### src/rtl/alu_pkg.sv
// Shared ALU definitions: ALU opcodes, MIPS opcode/funct encodings, flag indices
// and the payload structs carried by the issue and write-back stages.
package alu_pkg;

  localparam int unsigned ALU_DATA_W = 32;
  localparam int unsigned ALU_REG_W  = 5;
  localparam int unsigned ALU_OPC_W  = 6;
  localparam int unsigned FLAG_W     = 4;

  typedef enum logic [ALU_OPC_W-1:0] {
    ALU_ADD  = 6'b000000,
    ALU_SUB  = 6'b000001,
    ALU_AND  = 6'b000010,
    ALU_OR   = 6'b000011,
    ALU_XOR  = 6'b000100,
    ALU_ADDU = 6'b000101,
    ALU_SLL  = 6'b000110,
    ALU_SRL  = 6'b000111,
    ALU_ADDI = 6'b001000,
    ALU_NOR  = 6'b001001,
    ALU_SLT  = 6'b001010,
    ALU_SLTU = 6'b001011,
    ALU_SRA  = 6'b001100,
    ALU_SUBU = 6'b001101
  } alu_op_e;

  // MIPS primary opcodes (instr[31:26])
  localparam logic [5:0] OP_RTYPE = 6'h00;
  localparam logic [5:0] OP_ADDI  = 6'h08;
  localparam logic [5:0] OP_ADDIU = 6'h09;
  localparam logic [5:0] OP_SLTI  = 6'h0A;
  localparam logic [5:0] OP_SLTIU = 6'h0B;
  localparam logic [5:0] OP_ANDI  = 6'h0C;
  localparam logic [5:0] OP_ORI   = 6'h0D;
  localparam logic [5:0] OP_XORI  = 6'h0E;
  localparam logic [5:0] OP_LUI   = 6'h0F;

  // MIPS R-type funct codes (instr[5:0])
  localparam logic [5:0] FN_SLL  = 6'h00;
  localparam logic [5:0] FN_SRL  = 6'h02;
  localparam logic [5:0] FN_SRA  = 6'h03;
  localparam logic [5:0] FN_SLLV = 6'h04;
  localparam logic [5:0] FN_SRLV = 6'h06;
  localparam logic [5:0] FN_SRAV = 6'h07;
  localparam logic [5:0] FN_ADD  = 6'h20;
  localparam logic [5:0] FN_ADDU = 6'h21;
  localparam logic [5:0] FN_SUB  = 6'h22;
  localparam logic [5:0] FN_SUBU = 6'h23;
  localparam logic [5:0] FN_AND  = 6'h24;
  localparam logic [5:0] FN_OR   = 6'h25;
  localparam logic [5:0] FN_XOR  = 6'h26;
  localparam logic [5:0] FN_NOR  = 6'h27;
  localparam logic [5:0] FN_SLT  = 6'h2A;
  localparam logic [5:0] FN_SLTU = 6'h2B;

  // Bit positions inside the {N,Z,C,V} flag vector
  localparam int unsigned FLAG_N = 3;
  localparam int unsigned FLAG_Z = 2;
  localparam int unsigned FLAG_C = 1;
  localparam int unsigned FLAG_V = 0;

  typedef struct packed {
    alu_op_e                 op;
    logic [ALU_DATA_W-1:0]   a;
    logic [ALU_DATA_W-1:0]   b;
    logic [ALU_REG_W-1:0]    dest;
    logic                    illegal;
    logic                    trap_en;
  } issue_t;

  typedef struct packed {
    logic [ALU_DATA_W-1:0]   data;
    logic [ALU_REG_W-1:0]    dest;
    logic                    we;
    logic [FLAG_W-1:0]       flags;
    logic                    illegal;
    logic                    ovf_trap;
  } wb_t;

endpackage

### src/rtl/alu_instr_decode.sv
// Combinational MIPS ALU-instruction decoder: maps an instruction word and its
// register operands to an ALU opcode, operands, destination and status bits.
module alu_instr_decode
  import alu_pkg::*;
(
  input  logic [ALU_DATA_W-1:0] instr,
  input  logic [ALU_DATA_W-1:0] rs_data,
  input  logic [ALU_DATA_W-1:0] rt_data,
  output alu_op_e               opcode_c,
  output logic [ALU_DATA_W-1:0] a_c,
  output logic [ALU_DATA_W-1:0] b_c,
  output logic [ALU_REG_W-1:0]  dest_c,
  output logic                  illegal_c,
  output logic                  trap_en_c
);

  logic [5:0]            op;
  logic [5:0]            fn;
  logic [ALU_REG_W-1:0]  rt_idx;
  logic [ALU_REG_W-1:0]  rd_idx;
  logic [4:0]            shamt;
  logic [15:0]           imm;
  logic [ALU_DATA_W-1:0] imm_sx;
  logic [ALU_DATA_W-1:0] imm_zx;
  logic                  unused_rs_idx;

  assign op            = instr[31:26];
  assign fn            = instr[5:0];
  assign rt_idx        = instr[20:16];
  assign rd_idx        = instr[15:11];
  assign shamt         = instr[10:6];
  assign imm           = instr[15:0];
  assign imm_sx        = {{16{imm[15]}}, imm};
  assign imm_zx        = {16'h0000, imm};
  // The rs index is resolved upstream; only its data arrives here.
  assign unused_rs_idx = ^instr[25:21];

  always_comb begin
    opcode_c  = ALU_ADD;
    a_c       = '0;
    b_c       = '0;
    dest_c    = '0;
    illegal_c = 1'b0;
    trap_en_c = 1'b0;
    if (op == OP_RTYPE) begin
      dest_c = rd_idx;
      a_c    = rs_data;
      b_c    = rt_data;
      case (fn)
        FN_ADD:  begin opcode_c = ALU_ADD; trap_en_c = 1'b1; end
        FN_ADDU: opcode_c = ALU_ADDU;
        FN_SUB:  begin opcode_c = ALU_SUB; trap_en_c = 1'b1; end
        FN_SUBU: opcode_c = ALU_SUBU;
        FN_AND:  opcode_c = ALU_AND;
        FN_OR:   opcode_c = ALU_OR;
        FN_XOR:  opcode_c = ALU_XOR;
        FN_NOR:  opcode_c = ALU_NOR;
        FN_SLT:  opcode_c = ALU_SLT;
        FN_SLTU: opcode_c = ALU_SLTU;
        FN_SLL:  begin opcode_c = ALU_SLL; a_c = rt_data; b_c = ALU_DATA_W'(shamt); end
        FN_SRL:  begin opcode_c = ALU_SRL; a_c = rt_data; b_c = ALU_DATA_W'(shamt); end
        FN_SRA:  begin opcode_c = ALU_SRA; a_c = rt_data; b_c = ALU_DATA_W'(shamt); end
        FN_SLLV: begin opcode_c = ALU_SLL; a_c = rt_data; b_c = ALU_DATA_W'(rs_data[4:0]); end
        FN_SRLV: begin opcode_c = ALU_SRL; a_c = rt_data; b_c = ALU_DATA_W'(rs_data[4:0]); end
        FN_SRAV: begin opcode_c = ALU_SRA; a_c = rt_data; b_c = ALU_DATA_W'(rs_data[4:0]); end
        default: begin illegal_c = 1'b1; dest_c = '0; a_c = '0; b_c = '0; end
      endcase
    end else begin
      dest_c = rt_idx;
      a_c    = rs_data;
      case (op)
        OP_ADDI:  begin opcode_c = ALU_ADDI; b_c = imm_sx; trap_en_c = 1'b1; end
        OP_ADDIU: begin opcode_c = ALU_ADDU; b_c = imm_sx; end
        OP_SLTI:  begin opcode_c = ALU_SLT;  b_c = imm_sx; end
        OP_SLTIU: begin opcode_c = ALU_SLTU; b_c = imm_sx; end
        OP_ANDI:  begin opcode_c = ALU_AND;  b_c = imm_zx; end
        OP_ORI:   begin opcode_c = ALU_OR;   b_c = imm_zx; end
        OP_XORI:  begin opcode_c = ALU_XOR;  b_c = imm_zx; end
        // LUI rides on the ALU as 0 | (imm << 16)
        OP_LUI:   begin opcode_c = ALU_OR; a_c = '0; b_c = {imm, 16'h0000}; end
        default:  begin illegal_c = 1'b1; dest_c = '0; a_c = '0; b_c = '0; end
      endcase
    end
  end

endmodule

### src/rtl/alu_issue_stage.sv
// Two-stage ALU front end: decode/issue register feeding the external ALU,
// then a write-back register capturing result and flags for the register file.
module alu_issue_stage
  import alu_pkg::*;
#(
  parameter int unsigned DATA_W = ALU_DATA_W,
  parameter int unsigned REG_W  = ALU_REG_W
) (
  input  logic              clk,
  input  logic              rst_n,
  input  logic              flush,
  input  logic              instr_valid,
  output logic              instr_ready,
  input  logic [31:0]       instr,
  input  logic [DATA_W-1:0] rs_data,
  input  logic [DATA_W-1:0] rt_data,
  output logic [5:0]        alu_opcode,
  output logic [DATA_W-1:0] alu_a,
  output logic [DATA_W-1:0] alu_b,
  input  logic [DATA_W-1:0] alu_out,
  input  logic              alu_n,
  input  logic              alu_z,
  input  logic              alu_c,
  input  logic              alu_v,
  output logic              wb_valid,
  input  logic              wb_ready,
  output logic [DATA_W-1:0] wb_data,
  output logic [REG_W-1:0]  wb_reg,
  output logic              wb_we,
  output logic [3:0]        wb_flags,
  output logic              wb_illegal,
  output logic              wb_ovf_trap
);

  alu_op_e             dec_op_c;
  logic [DATA_W-1:0]   dec_a_c;
  logic [DATA_W-1:0]   dec_b_c;
  logic [REG_W-1:0]    dec_dest_c;
  logic                dec_illegal_c;
  logic                dec_trap_en_c;

  issue_t              s1_q, s1_d;
  logic                s1_valid_q, s1_valid_d;
  wb_t                 s2_q, s2_d;
  logic                s2_valid_q, s2_valid_d;

  logic                s2_free_c;
  logic                s1_adv_c;
  logic                accept_c;
  logic                trap_c;
  logic [FLAG_W-1:0]   flags_c;

  alu_instr_decode u_decode (
    .instr     (instr),
    .rs_data   (rs_data),
    .rt_data   (rt_data),
    .opcode_c  (dec_op_c),
    .a_c       (dec_a_c),
    .b_c       (dec_b_c),
    .dest_c    (dec_dest_c),
    .illegal_c (dec_illegal_c),
    .trap_en_c (dec_trap_en_c)
  );

  // Handshakes and next-state for both stages; flush wins over everything.
  always_comb begin
    s2_free_c   = !s2_valid_q || wb_ready;
    s1_adv_c    = s1_valid_q && s2_free_c;
    instr_ready = !flush && (!s1_valid_q || s2_free_c);
    accept_c    = instr_valid && instr_ready;

    flags_c         = '0;
    flags_c[FLAG_N] = alu_n;
    flags_c[FLAG_Z] = alu_z;
    flags_c[FLAG_C] = alu_c;
    flags_c[FLAG_V] = alu_v;
    trap_c          = s1_q.trap_en && alu_v;

    s1_valid_d = s1_valid_q;
    s1_d       = s1_q;
    s2_valid_d = s2_valid_q;
    s2_d       = s2_q;

    if (accept_c) begin
      s1_valid_d   = 1'b1;
      s1_d.op      = dec_op_c;
      s1_d.a       = dec_a_c;
      s1_d.b       = dec_b_c;
      s1_d.dest    = dec_dest_c;
      s1_d.illegal = dec_illegal_c;
      s1_d.trap_en = dec_trap_en_c;
    end else if (s1_adv_c) begin
      s1_valid_d = 1'b0;
    end

    if (s1_adv_c && !flush) begin
      s2_valid_d    = 1'b1;
      s2_d.data     = alu_out;
      s2_d.dest     = s1_q.dest;
      s2_d.we       = !s1_q.illegal && !trap_c && (s1_q.dest != '0);
      s2_d.flags    = flags_c;
      s2_d.illegal  = s1_q.illegal;
      s2_d.ovf_trap = trap_c;
    end else if (s2_free_c) begin
      s2_valid_d = 1'b0;
    end

    if (flush) begin
      s1_valid_d = 1'b0;
      s2_valid_d = 1'b0;
    end
  end

  always_ff @(posedge clk or negedge rst_n) begin
    if (!rst_n) begin
      s1_valid_q <= 1'b0;
      s1_q       <= '0;
      s2_valid_q <= 1'b0;
      s2_q       <= '0;
    end else begin
      s1_valid_q <= s1_valid_d;
      s1_q       <= s1_d;
      s2_valid_q <= s2_valid_d;
      s2_q       <= s2_d;
    end
  end

  assign alu_opcode  = s1_q.op;
  assign alu_a       = s1_q.a;
  assign alu_b       = s1_q.b;
  assign wb_valid    = s2_valid_q;
  assign wb_data     = s2_q.data;
  assign wb_reg      = s2_q.dest;
  assign wb_we       = s2_q.we;
  assign wb_flags    = s2_q.flags;
  assign wb_illegal  = s2_q.illegal;
  assign wb_ovf_trap = s2_q.ovf_trap;

endmodule

### config.mk
export PLATFORM = sky130hd
export DESIGN_NAME = alu_issue_stage
export DESIGN_NICKNAME = d
export VERILOG_FILES = /design/src/rtl/alu_pkg.sv /design/src/rtl/alu_instr_decode.sv /design/src/rtl/alu_issue_stage.sv
export SDC_FILE = /design/constraint.sdc
export NUM_CORES = 1
export LEC_CHECK = 0
export CAP_MARGIN = 20
export CORE_ASPECT_RATIO = 0.5
export CORE_MARGIN = 10
export CORE_UTILIZATION = 35
export CTS_CLUSTER_DIAMETER = 50
export DETAILED_ROUTE_END_ITERATION = 16
export PLACE_DENSITY = 0.68
export RECOVER_POWER = 50
export SLEW_MARGIN = 20
export SYNTH_ARGS = -nofsm -noshare
export SYNTH_HDL_FRONTEND = slang
export SYNTH_SLANG_ARGS = --single-unit
### constraint.sdc
create_clock -name clk -period 2.5 [get_ports clk]
set_input_delay 0.5 -clock clk [delete_from_list [all_inputs] [get_ports clk]]
set_output_delay 0.5 -clock clk [all_outputs]
set_load 0.02 [all_outputs]
==> qor.yml, run 1 <==
max-vdd-ir-drop_uv: 464
finalWirelength_um: 21000
drc: 0
cts_htree_levels: 4
core_area_um2: 16700
gp_congestion: 0.817
status: "completed"
portBuffers: 245
final_antenna_net_count: 0
layout-drive-gt1-share_pct: 16.1
post-route-period-util_pct: 96.7
cts_tree: "built"
cts-resized-gates: 0
synth_cell_types: 47
hold_viol: 0
leakagePower_nw: 3.81
antenna_found_initial: 0
hold_slack_ns: 0.307
finalMaxSlewViolations: 0
setup_viol: 0
grt_max_degree: 47
fmax_ghz: 0.413
netlist_instances: 563
yosys.area.top_type: "dfrtp_1"
powerDensity_nw_per_um2: 733
finClkSkew_ns: 0.00741
relSlewSlack_pct: 23.4
yosys_register_bits: 121
crit_type: "in2out"
dp_hpwl_um: 16000
die_h_um: 113
synth_common_cells: "dfrtp_1 (121), buf_4 (75), nor2_1 (61), mux2_2 (43), a21oi_1 (35)"
synthArstFlopShare_pct: 100
worst_pin_slew_ns: 1.15
rows: 33
syn_area_um2: 6090
crit_required_ns: 2.00
post-synth-top-count-cell: "dfrtp_1"
yosys_warnings: 0
die_x_um: 206
clkTransAtPathRegs_ns: 0.06
routedWlPerCell_um: 21.0
worst-path-buf-inv: 2
crit_family: "buffers and inverters"
synth-edff-count: 0
critPathMaxFanout: 3
cts_buffers: 17
vias: 5149
worst_slack_ns: 0.0814
worstSetupStartpointType: "primary input"
design_area_um2: 9110
grt_first_pass_wirelength_um: 32300
synth_area_leaders: "dfrtp_1 (50%), buf_4 (9.3%), mux2_2 (8.0%)"
ctsHoldBuffers: 0
start_util_pct: 36.4
globalRouteOverflowTotal: 0
rsz0062_at_grt: "false"
min_period_ns: 2.42
worstPathCellList: "clkdlybuf4s50_1 -> nor2b_1 -> and2_0 -> nor2_1 -> clkdlybuf4s50_1"
crit_top_cell: "clkdlybuf4s50_1"
post_cts_buffers: 0
first_pass_iters: 4
pin_count: 253
insertion_delay_ns: 0.41
antenna_cells: 0
die-area_um2: 23400
placed_area_um2: 8520
cts_buffer_depth: 2
first_global_vias: 5503
cts_root_buf: "clkbuf_16"
place_ws_ns: -0.0169
total_power_mw: 6.67
vias_per_cell: 5.16
nets: 896
cp_slowest_cell: "clkdlybuf4s50_1"
synth_top_area_share_pct: 49.8
syn_to_final_growth_pct: 49.7
cap_viol_max_count: 0
crit_path_end_kind: "output port"
ys.flop_type: "dfrtp_1"
track_usage_pct: 17.6
yosysSeqAreaShare_pct: 49.8
cts_sinks: 121
min_path_type: "in2async"
syn_area_per_cell_um2: 10.8
worst_path_largest_cell_delay_ns: 0.62
drtIter0Drc: 267
arrival_ns: 1.92
-- worst register-to-register path: cells and delay by family (launching register included) --
family        cells  cell delay (ns)
buf+inv           1             0.89
flops             1             0.40
simple gates      2             0.35
mux               1             0.45
-- area by class of cell --
type	instances	area, µm²
Fill cell	1464	7610
Sequential cell	121	3030
Timing Repair Buffer	283	2770
Multi-Input combinational cell	330	2370
Clock buffer	18	439
Tap cell	227	284
Clock inverter	13	201
Inverter	6	22.5
-- final timing paths --
path	start	to	slack, ns	cells past startpoint
hold reg to reg	alu_b[31]	alu_b[31]	0.49	2
max in group asynchronous	rst_n	alu_b[28]	0.50	2
hold / removal	rst_n	wb_data[8]	0.31	1
setup / recovery	wb_ready	instr_ready	0.08	5
min in group clk	alu_b[31]	alu_b[31]	0.49	2
setup reg to reg	wb_valid	wb_reg[4]	0.30	4
-- report_power, final --
part           leakage (nW)  internal, mW  switching, mW
Clock                 0.308          1.78          0.916
Sequential             1.52          2.22          0.141
Combinational          1.99         0.839          0.775
-- logic make-up after synthesis --
logic type	count (synthesis)	share of synthesized area, %
adders and majority gates	1	0.164
other	1	0.0616
AOI/OAI and AO/OA	137	17.3
and+or+nand+nor	141	12.1
buffers and inverters	113	11.7
muxes	49	8.94
DFF	121	49.8
-- per-layer routing --
layer	global-route usage, %	routed length, µm	share of wire (%)	vias up
li1	-	-	-	2360
met2	30.0	10900	52	152
met3	4.73	1240	5.9	19
met4	5.12	268	1.3	0
met5	0	0	0	-
met1	21.4	8580	41	2618
-- placed cells by master (no fill, tap or decap), drive strengths merged, types with 3 or more instances in the layout --
| cell type | count |
|---|---|
| nor2 | 61 |
| o2bb2ai | 6 |
| inv | 6 |
| clkdlybuf4s50 | 234 |
| dfrtp | 121 |
| dlygate4sd3 | 10 |
| nor2b | 4 |
| clkinvlp | 3 |
| o21ai | 13 |
| mux2i | 6 |
| and3 | 5 |
| a221o | 32 |
| bufinv | 5 |
| a221oi | 15 |
| clkinv | 5 |
| and2 | 30 |
| mux2 | 43 |
| a22oi | 15 |
| or3 | 4 |
| a22o | 3 |
| nand2 | 15 |
| nor3b | 3 |
| o211ai | 8 |
| nand3 | 3 |
| clkbuf | 24 |
| nor3 | 3 |
| nand2b | 4 |
| buf | 33 |
| a21oi | 35 |
-- through the flow --
step	TNS, ns	util [%]	cells
floorplan	0	-	564
global placement	0	51.0	967
detailed placement	-0.0169	51.0	967
CTS	0	54.8	998
global route	0	54.5	998
finish	0	54.5	998
Note: power is estimated with default switching activity, not from simulation.
==> run 2: changes to the inputs <==
--- a/config.mk
+++ b/config.mk
@@ -11,7 +11,7 @@
 export CORE_UTILIZATION = 35
 export CTS_CLUSTER_DIAMETER = 50
 export DETAILED_ROUTE_END_ITERATION = 16
-export PLACE_DENSITY = 0.68
+export PLACE_DENSITY = 0.7
 export RECOVER_POWER = 50
 export SLEW_MARGIN = 20
 export SYNTH_ARGS = -nofsm -noshare
==> constraint.sdc (replaced) <==
create_clock -name clk -period 1.99 [get_ports clk]
set_input_delay 0.398 -clock clk [delete_from_list [all_inputs] [get_ports clk]]
set_output_delay 0.398 -clock clk [all_outputs]
set_load 0.02 [all_outputs]
==> qor.yml, run 2 (synthesized netlist as in run 1, its figures left out) <==
antenna_found_initial: 0
max-vdd-ir-drop_uv: 661
layout-drive-gt1-share_pct: 18.3
syn_to_final_growth_pct: 52.9
arrival_ns: 2.26
whs_path_depth: 2
worstPathCellList: "clkdlybuf4s50_1 -> or3_4 -> or3_4 -> or4_4 -> o221ai_2"
worst-path-buf-inv: 1
worst_slack_ns: 0.0545
first_pass_iters: 4
die_x_um: 206
clkTransAtPathRegs_ns: 0.05
crit-reg2reg-launch: "wb_valid"
cts_root_buf: "clkbuf_16"
critPathMaxFanout: 3
powerDensity_nw_per_um2: 875
crit_top_cell: "or3_4"
die-area_um2: 23400
cts_buffer_depth: 2
cts_htree_levels: 4
cts_buffers: 17
die_h_um: 113
cp_slowest_cell: "or4_4"
globalRouteOverflowTotal: 0
finalMaxSlewViolations: 0
setup_viol: 0
drc: 0
min_period_ns: 1.94
rsz0062_at_grt: "false"
grt_first_pass_wirelength_um: 32400
insertion_delay_ns: 0.42
leakagePower_nw: 3.93
worstSetupStartpointType: "primary input"
n_fill_cell: 1438
final_common_cell: "clkdlybuf4s50_1"
relSlewSlack_pct: 30.8
layout.cells.most_common_list: "clkdlybuf4s50_1 (240), dfrtp_1 (121), nor2_1 (61), mux2_2 (43), buf_4 (43)"
cts_tree: "built"
worst_path_largest_cell_delay_ns: 0.55
fmax_ghz: 0.517
finalWirelength_um: 21400
crit_path_end_kind: "flip-flop"
dp_hpwl_um: 16200
vias_per_cell: 5.15
crit_family: "simple AND/OR/NAND/NOR gates"
nets: 919
start_util_pct: 36.4
vias: 5243
multi_input_area_um2: 2370
finClkSkew_ns: 0.0145
drtIter0Drc: 322
status: "completed"
grt_max_degree: 51
place_ws_ns: -0.426
crit_required_ns: 2.32
seqCellArea_um2: 3030
reg2reg_slack_ns: 0.12
min_path_type: "reg2reg"
crit_type: "in2reg"
hold_end: "alu_b[15]"
first_global_vias: 5610
final_antenna_net_count: 0
gp_congestion: 0.832
hold_slack_ns: 0.481
reg2regPathDepth: 5
track_usage_pct: 17.8
cap_viol_max_count: 0
routedWlPerCell_um: 21.0
hold_viol: 0
rows: 33
worst_pin_slew_ns: 1.04
min_from: "alu_b[15]"
core_area_um2: 16700
pin_count: 253
antenna_cells: 0
cts_sinks: 121
portBuffers: 245
rr_endpoint: "wb_reg[2]"
post-route-period-util_pct: 97.3
[run 2: changes by cell type in the layout (fill, tap and decap cells not counted), moves of 2 or more]
cell | before | now
buf_6 | 0 | 3
dlymetal6s2s_1 | 0 | 3
clkbuf_4 | 0 | 3
buf_4 | 29 | 43
buf_12 | 4 | 7
bufinv_16 | 5 | 3
dlygate4sd3_1 | 10 | 1
clkdlybuf4s50_1 | 234 | 240
[run 2: timing repair]
| item | in CTS | in global routing |
|---|---|---|
| buffers inserted | 0 | 3 |
| pin swaps | 0 | 6 |
| hold endpoints to repair | 38 | 0 |
| cloned | 0 | 2 |
| hold buffers | 1 | 0 |
| gates resized for setup | 1 | 14 |
| endpoints found under the setup margin | 1 | 32 |
[run 2: report_power, final]
group | leakage [nW] | internal, mW | switching [mW]
clock network | 0.283 | 2.00 | 1.09
logic | 2.13 | 1.09 | 0.986
registers | 1.52 | 2.79 | 0.186
[run 2: worst min-delay path, delay by kind of cell (launching register included)]
| family | cells | cell delay [ns] |
|---|---|---|
| AO/OA/AOI/OAI | 1 | 0.06 |
| flip-flops | 1 | 0.33 |
| AND/OR/NAND/NOR | 1 | 0.05 |
[run 2: per-stage QoR]
stage               instances  setup TNS (ns)  util, %  total power, mW  instance area, µm²
floorplan                 564               0        -             4.01                6090
global placement          984          -23.58     51.8             5.07                8670
CTS                      1014               0     55.4             8.23                9260
finish                   1019               0     55.6             8.14                9310
global route             1019               0     55.6             8.51                9310
detailed placement        984          -27.14     51.8             5.11                8670
[run 2: cell type report]
cell class / instances / share of cell area, %
Inverter: 6 / 0.242
Clock buffer: 20 / 4.91
Sequential cell: 121 / 32.5
Timing Repair Buffer: 306 / 32.4
Multi-Input combinational cell: 330 / 25.5
Tap cell: 227 / 3.05
Clock inverter: 9 / 1.34
[run 2: worst max-delay path by stage]
| stage | startpoint | endpoint | cells after the start |
|---|---|---|---|
| after detailed placement | instr[27] | alu_a[13] | 7 |
| after global placement | instr[31] | alu_opcode[0] | 5 |
| after global routing | instr[27] | alu_opcode[1] | 5 |
| final | instr[30] | alu_opcode[0] | 5 |
| after floorplan | wb_valid | wb_data[0] | 5 |
| after CTS | wb_valid | instr_ready | 4 |
[run 2: routing by layer]
| metal | global-route usage, % | wire [µm] | up-vias |
|---|---|---|---|
| met1 | 20.3 | 8670 | 2654 |
| met3 | 5.67 | 1270 | 24 |
| met4 | 5.32 | 376 | 0 |
| li1 | - | - | 2404 |
| met2 | 31.1 | 11100 | 161 |
| met5 | 0 | 0 | - |
==> run 3: changes to the inputs <==
--- a/config.mk
+++ b/config.mk
@@ -10,6 +10,7 @@
 export CORE_MARGIN = 10
 export CORE_UTILIZATION = 35
 export CTS_CLUSTER_DIAMETER = 50
+export CTS_CLUSTER_SIZE = 40
 export DETAILED_ROUTE_END_ITERATION = 16
 export PLACE_DENSITY = 0.7
 export RECOVER_POWER = 50
==> results of run 3 <==
Same layout as run 2: the final DEF is identical, and so are final timing and power.
